`config.mk`:
```
export PLATFORM = sky130hd
export DESIGN_NAME = day2_stream_arb_mux
export DESIGN_NICKNAME = d
export VERILOG_FILES = /design/src/rtl/day2_stream_arb_mux.sv
export SDC_FILE = /design/constraint.sdc
export NUM_CORES = 1
export LEC_CHECK = 0
export ABC_AREA = 1
export CORE_UTILIZATION = 45
export CTS_CLUSTER_DIAMETER = 120
export DETAILED_ROUTE_END_ITERATION = 12
export PLACE_DENSITY = 0.87
export SETUP_SLACK_MARGIN = 0.1
export SYNTH_ARGS = -nofsm -noshare
export SYNTH_HDL_FRONTEND = slang
export SYNTH_SLANG_ARGS = --single-unit
```
`constraint.sdc`:
```
create_clock -name clk -period 5.3 [get_ports clk]
set_input_delay 1.06 -clock clk [delete_from_list [all_inputs] [get_ports clk]]
set_output_delay 1.06 -clock clk [all_outputs]
set_load 0.02 [all_outputs]
```
`src/rtl/day2_stream_arb_mux.sv`:
```
// rtl/day2_stream_arb_mux.sv - N-channel valid/ready stream arbiter-mux with packet lock and registered output
//
// Purpose: arbitrates N_CH input streams (round-robin or fixed priority),
// holds the grant for a whole packet (until in_last), and drives one shared
// consumer through a single registered output stage tagged with the source
// channel index.
//
// Ports:
//   clk        rising-edge clock
//   rst_n      synchronous active-low reset
//   in_data    channel i data on in_data[i*WIDTH +: WIDTH]
//   in_valid   per-channel beat valid
//   in_last    per-channel end-of-packet, qualified by in_valid
//   in_ready   per-channel accept, one-hot or zero
//   out_data   registered selected data
//   out_valid  output beat valid
//   out_last   registered last of the output beat
//   out_ch     source channel of the output beat
//   out_ready  downstream accept
module day2_stream_arb_mux #(
  parameter int N_CH  = 4,
  parameter int WIDTH = 8,
  parameter int MODE  = 0,
  localparam int CH_W = $clog2(N_CH)
) (
  input  logic                    clk,
  input  logic                    rst_n,
  input  logic [N_CH*WIDTH-1:0]   in_data,
  input  logic [N_CH-1:0]         in_valid,
  input  logic [N_CH-1:0]         in_last,
  output logic [N_CH-1:0]         in_ready,
  output logic [WIDTH-1:0]        out_data,
  output logic                    out_valid,
  output logic                    out_last,
  output logic [CH_W-1:0]         out_ch,
  input  logic                    out_ready
);

  logic [WIDTH-1:0] out_data_q, out_data_d;
  logic             out_valid_q, out_valid_d;
  logic             out_last_q, out_last_d;
  logic [CH_W-1:0]  out_ch_q, out_ch_d;
  logic             lock_q, lock_d;
  logic [CH_W-1:0]  lock_ch_q, lock_ch_d;
  logic [CH_W-1:0]  last_grant_q, last_grant_d;

  logic             load_en;
  logic             gnt_vld;
  logic [CH_W-1:0]  gnt_ch;
  logic             acc_last;
  logic [WIDTH-1:0] acc_data;

  assign load_en = !out_valid_q || out_ready;

  // Grant selection. Loops run from the far end downward so the candidate
  // closest to the search start is written last and therefore wins.
  always_comb begin
    int idx;
    gnt_vld = 1'b0;
    gnt_ch  = '0;
    idx     = 0;
    if (rst_n && load_en) begin
      if (lock_q) begin
        // A locked packet owns the output even while its source idles.
        gnt_vld = in_valid[lock_ch_q];
        gnt_ch  = lock_ch_q;
      end else if (MODE == 1) begin
        for (int i = N_CH - 1; i >= 0; i--) begin
          if (in_valid[CH_W'(i)]) begin
            gnt_vld = 1'b1;
            gnt_ch  = CH_W'(i);
          end
        end
      end else begin
        for (int k = N_CH; k >= 1; k--) begin
          idx = int'(last_grant_q) + k;
          if (idx >= N_CH) idx = idx - N_CH;
          if (in_valid[CH_W'(idx)]) begin
            gnt_vld = 1'b1;
            gnt_ch  = CH_W'(idx);
          end
        end
      end
    end
  end

  assign in_ready = gnt_vld ? ({{(N_CH-1){1'b0}}, 1'b1} << gnt_ch) : '0;
  assign acc_last = in_last[gnt_ch];
  assign acc_data = in_data[gnt_ch*WIDTH +: WIDTH];

  always_comb begin
    out_data_d   = out_data_q;
    out_valid_d  = out_valid_q;
    out_last_d   = out_last_q;
    out_ch_d     = out_ch_q;
    lock_d       = lock_q;
    lock_ch_d    = lock_ch_q;
    last_grant_d = last_grant_q;
    if (gnt_vld) begin
      out_data_d  = acc_data;
      out_valid_d = 1'b1;
      out_last_d  = acc_last;
      out_ch_d    = gnt_ch;
      if (acc_last) begin
        // Pointer advances per packet, not per beat.
        lock_d       = 1'b0;
        last_grant_d = gnt_ch;
      end else begin
        lock_d    = 1'b1;
        lock_ch_d = gnt_ch;
      end
    end else if (load_en) begin
      out_valid_d = 1'b0;
    end
  end

  always_ff @(posedge clk) begin
    if (!rst_n) begin
      out_data_q   <= '0;
      out_valid_q  <= 1'b0;
      out_last_q   <= 1'b0;
      out_ch_q     <= '0;
      lock_q       <= 1'b0;
      lock_ch_q    <= '0;
      last_grant_q <= CH_W'(N_CH - 1);
    end else begin
      out_data_q   <= out_data_d;
      out_valid_q  <= out_valid_d;
      out_last_q   <= out_last_d;
      out_ch_q     <= out_ch_d;
      lock_q       <= lock_d;
      lock_ch_q    <= lock_ch_d;
      last_grant_q <= last_grant_d;
    end
  end

  assign out_data  = out_data_q;
  assign out_valid = out_valid_q;
  assign out_last  = out_last_q;
  assign out_ch    = out_ch_q;

endmodule

```
==> metrics, run 1 <==
Setup WS post-layout=around 660 ps; CTS tree=done; all-layer global routing usage=0.2185; Worst Setup Path Type=in -> out; post-CTS resize count=0; via count of the first global-routing pass=~1300; FF-to-FF setup slack=about 3000 ps; MaxCap Viol Count=0; Syn Nets=262; vias per inst=~5; measured slew at the worst slew-check pin=725.3 ps; RR Startpoint=last_grant_q[0]; DR DRC count=0; Critical Path AT=around 3600 ps; setup slack after placement=around 700 ps; Hold Buf Count CTS=0; Final HPWL DP=2.635 mm; Final Skew=~9.9 ps; leakage=roughly 0.93 nW; Placer Congestion=0.8524; Combinational Power Share=0.627; crit-path max FO=23; fin crit share=0.8760; Syn-to-layout area delta=44.18%; hold path start=out_ch[1]; Clock Path Buffers=2; global-route wire length before repair=about 5.5 mm; post-route ant nets=0; die height=56.62 um; number of H-tree levels=1; DRT Pass-1 Iters=4; wire per inst=11.33 um; sw power=around 0.32 mW; DIE AREA=between 3000 and 4000 um2; Worst Reg-to-Reg Cells=11; RSZ-0062 raised after global routing=false; final total power=a little under 0.7 mW; final setup vio count=0; Diodes inserted=0; flops & latches, synth=17; clock slew at reported path FFs=100 ps; Nets=between 300 and 400; status=finished clean; Avg Inst Size Synth=6.130 um2; port buffer count=between 50 and 60; Die Wd=around 57 um; Max rail drop VDD=around 0.26 mV; register area share after synthesis=0.2535; fin crit period=approximately 4600 ps; Slew headroom=0.5160; CP Data Required Time=about 4200 ps; hold slack final=485.5 ps; sequential share of power=0.266; # rows=19; Cells after Synth=roughly 220; HP Class=reg -> reg; total power density per cell area=~350 nW/um2; largest net degree at the start of global routing=24; Hold Vio Cnt, Final=0; Switching Fraction=0.4754; clk_lat worst skew=300 ps; Cell Int Power=0.3540 mW; fin. max-slew vios=0; starting density of the core=0.4827; CTS Sinks=17; Setup TNS=0 ps; vias=1506; layout cell share with drive strength beyond 1=0.1455; clock power share=0.108; synthesized area=between 1000 and 1500 um2; crit start category=input port; worst r2r dst=last_grant_q[1]; total gr overflow=0; final WL=roughly 3.5 mm; initial drt markers=60; TritonCTS Buffers=3; antenna violations before repair=0; Clock Tree Root=clkbuf_4; FMAX=about 0.22 GHz; Netlist cell types=25; I/O pin cnt=59; worst hold stages=2; Synth warnings=0; Hold Path End=out_ch[1]; endpoint type of the worst setup path=output port; total core area=2781 um2; Post-CTS Setup Bufs=0
state kept, by name (all words and copies together) (netlist names):
signal,flops
out_last,1
lock_ch_q,2
out_valid,1
last_grant_q,2
lock_q,1
out_ch,2
out_data,8
cell usage after synthesis:
cell | instances | share of area
buf_12 | 1 | 0.015
buf_4 | 2 | 0.011
and2_4 | 1 | 0.0065
nand2_4 | 1 | 0.0084
inv_8 | 1 | 0.0084
inv_1 | 22 | 0.062
nor3_1 | 1 | 0.0037
nor2_1 | 10 | 0.028
nand4_1 | 1 | 0.0047
nand2_2 | 13 | 0.061
a21boi_1 | 1 | 0.0056
o21ai_1 | 1 | 0.0037
nand3_1 | 34 | 0.13
a21oi_1 | 6 | 0.022
a21oi_2 | 8 | 0.052
nand3_2 | 5 | 0.037
nor2_2 | 1 | 0.0047
buf_2 | 3 | 0.011
inv_2 | 2 | 0.0056
clkbuf_1 | 1 | 0.0028
o21ai_0 | 11 | 0.041
dfxtp_1 | 17 | 0.25
buf_6 | 2 | 0.017
inv_4 | 1 | 0.0047
nand2_1 | 73 | 0.20
cells by family (layout without fill, tap and decap cells):
kind of cell,after synthesis,after routing,share of synthesized area
AND/OR/NAND/NOR,140,140,0.4846
flip-flops,17,17,0.2535
AO/OA/AOI/OAI,27,27,0.1249
buffers and inverters,35,91,0.1370
per-layer routing:
layer,routed length (um),GRT usage
met3,245,0.06221
met4,31,0.06272
met1,1588,0.2790
met5,0,0
met2,1600,0.3563
stage by stage:
step             util  area [um2]  std cells
5_1_grt        0.6959        1936        306
3_5_place_dp   0.6860        1908        302
2_1_floorplan       -        1343        219
4_1_cts        0.6959        1936        306
6_report       0.6959        1936        306
3_3_place_gp   0.6860        1908        302
worst max path at each step:
stage	from	end	slack, ps	cells after the start
after floorplan	in_valid[3]	in_ready[1]	1860	11
after global placement	in_valid[3]	in_ready[2]	770	14
after detailed placement	in_valid[3]	in_ready[2]	700	14
after CTS	in_valid[3]	in_ready[2]	680	14
after global routing	in_valid[3]	in_ready[0]	380	14
final	in_valid[3]	in_ready[0]	660	14
critical path, cell delays in order:
cell	delay [ps]
clkdlybuf4s50_1	470
inv_1	50
o21ai_1	170
nand2_1	100
nand2_1	90
nand2_1	70
nand3_1	80
nand3_2	130
nand2_4	230
inv_4	160
nor2_1	190
inv_1	80
nor2_1	90
clkdlybuf4s50_1	600
cell usage in the layout, fill, tap and decap left out, types with 2 or more instances in the layout:
cell type,netlist,final
a21oi_1,6,6
a21oi_2,8,8
buf_4,2,3
clkbuf_4,0,3
clkdlybuf4s50_1,0,58
dfxtp_1,17,17
inv_1,22,22
inv_2,2,2
nand2_1,73,73
nand2_2,13,13
nand3_1,34,34
nand3_2,5,5
nor2_1,10,10
o21ai_0,11,11
power by group through the flow:
stage	clock network [mW]	registers (mW)	logic (mW)
after global routing	0.0798	0.184	0.467
after floorplan	0	0.197	0.297
after detailed placement	0	0.182	0.420
final	0.0728	0.179	0.423
after CTS	0.0740	0.179	0.423
after global placement	0	0.181	0.414
layout make-up:
| type | instances | area, um2 |
|---|---|---|
| inverters | 26 | 107.6 |
| fillers | 246 | 845.8 |
| multi-input cells | 167 | 818.3 |
| clock buffers | 3 | 22.52 |
| clock inverters | 1 | 5.005 |
| flip-flops and latches | 17 | 340.3 |
| well taps | 31 | 38.79 |
| repair buffers | 61 | 603.1 |
Note: power is estimated with default switching activity, not from simulation.
==> run 2: changes to the inputs <==
--- a/config.mk
+++ b/config.mk
@@ -11,6 +11,7 @@
 export DETAILED_ROUTE_END_ITERATION = 12
 export PLACE_DENSITY = 0.87
 export SETUP_SLACK_MARGIN = 0.1
+export SLEW_MARGIN = 40
 export SYNTH_ARGS = -nofsm -noshare
 export SYNTH_HDL_FRONTEND = slang
 export SYNTH_SLANG_ARGS = --single-unit
==> results of run 2 <==
Same layout as run 1: the final DEF is identical, and so are final timing and power.
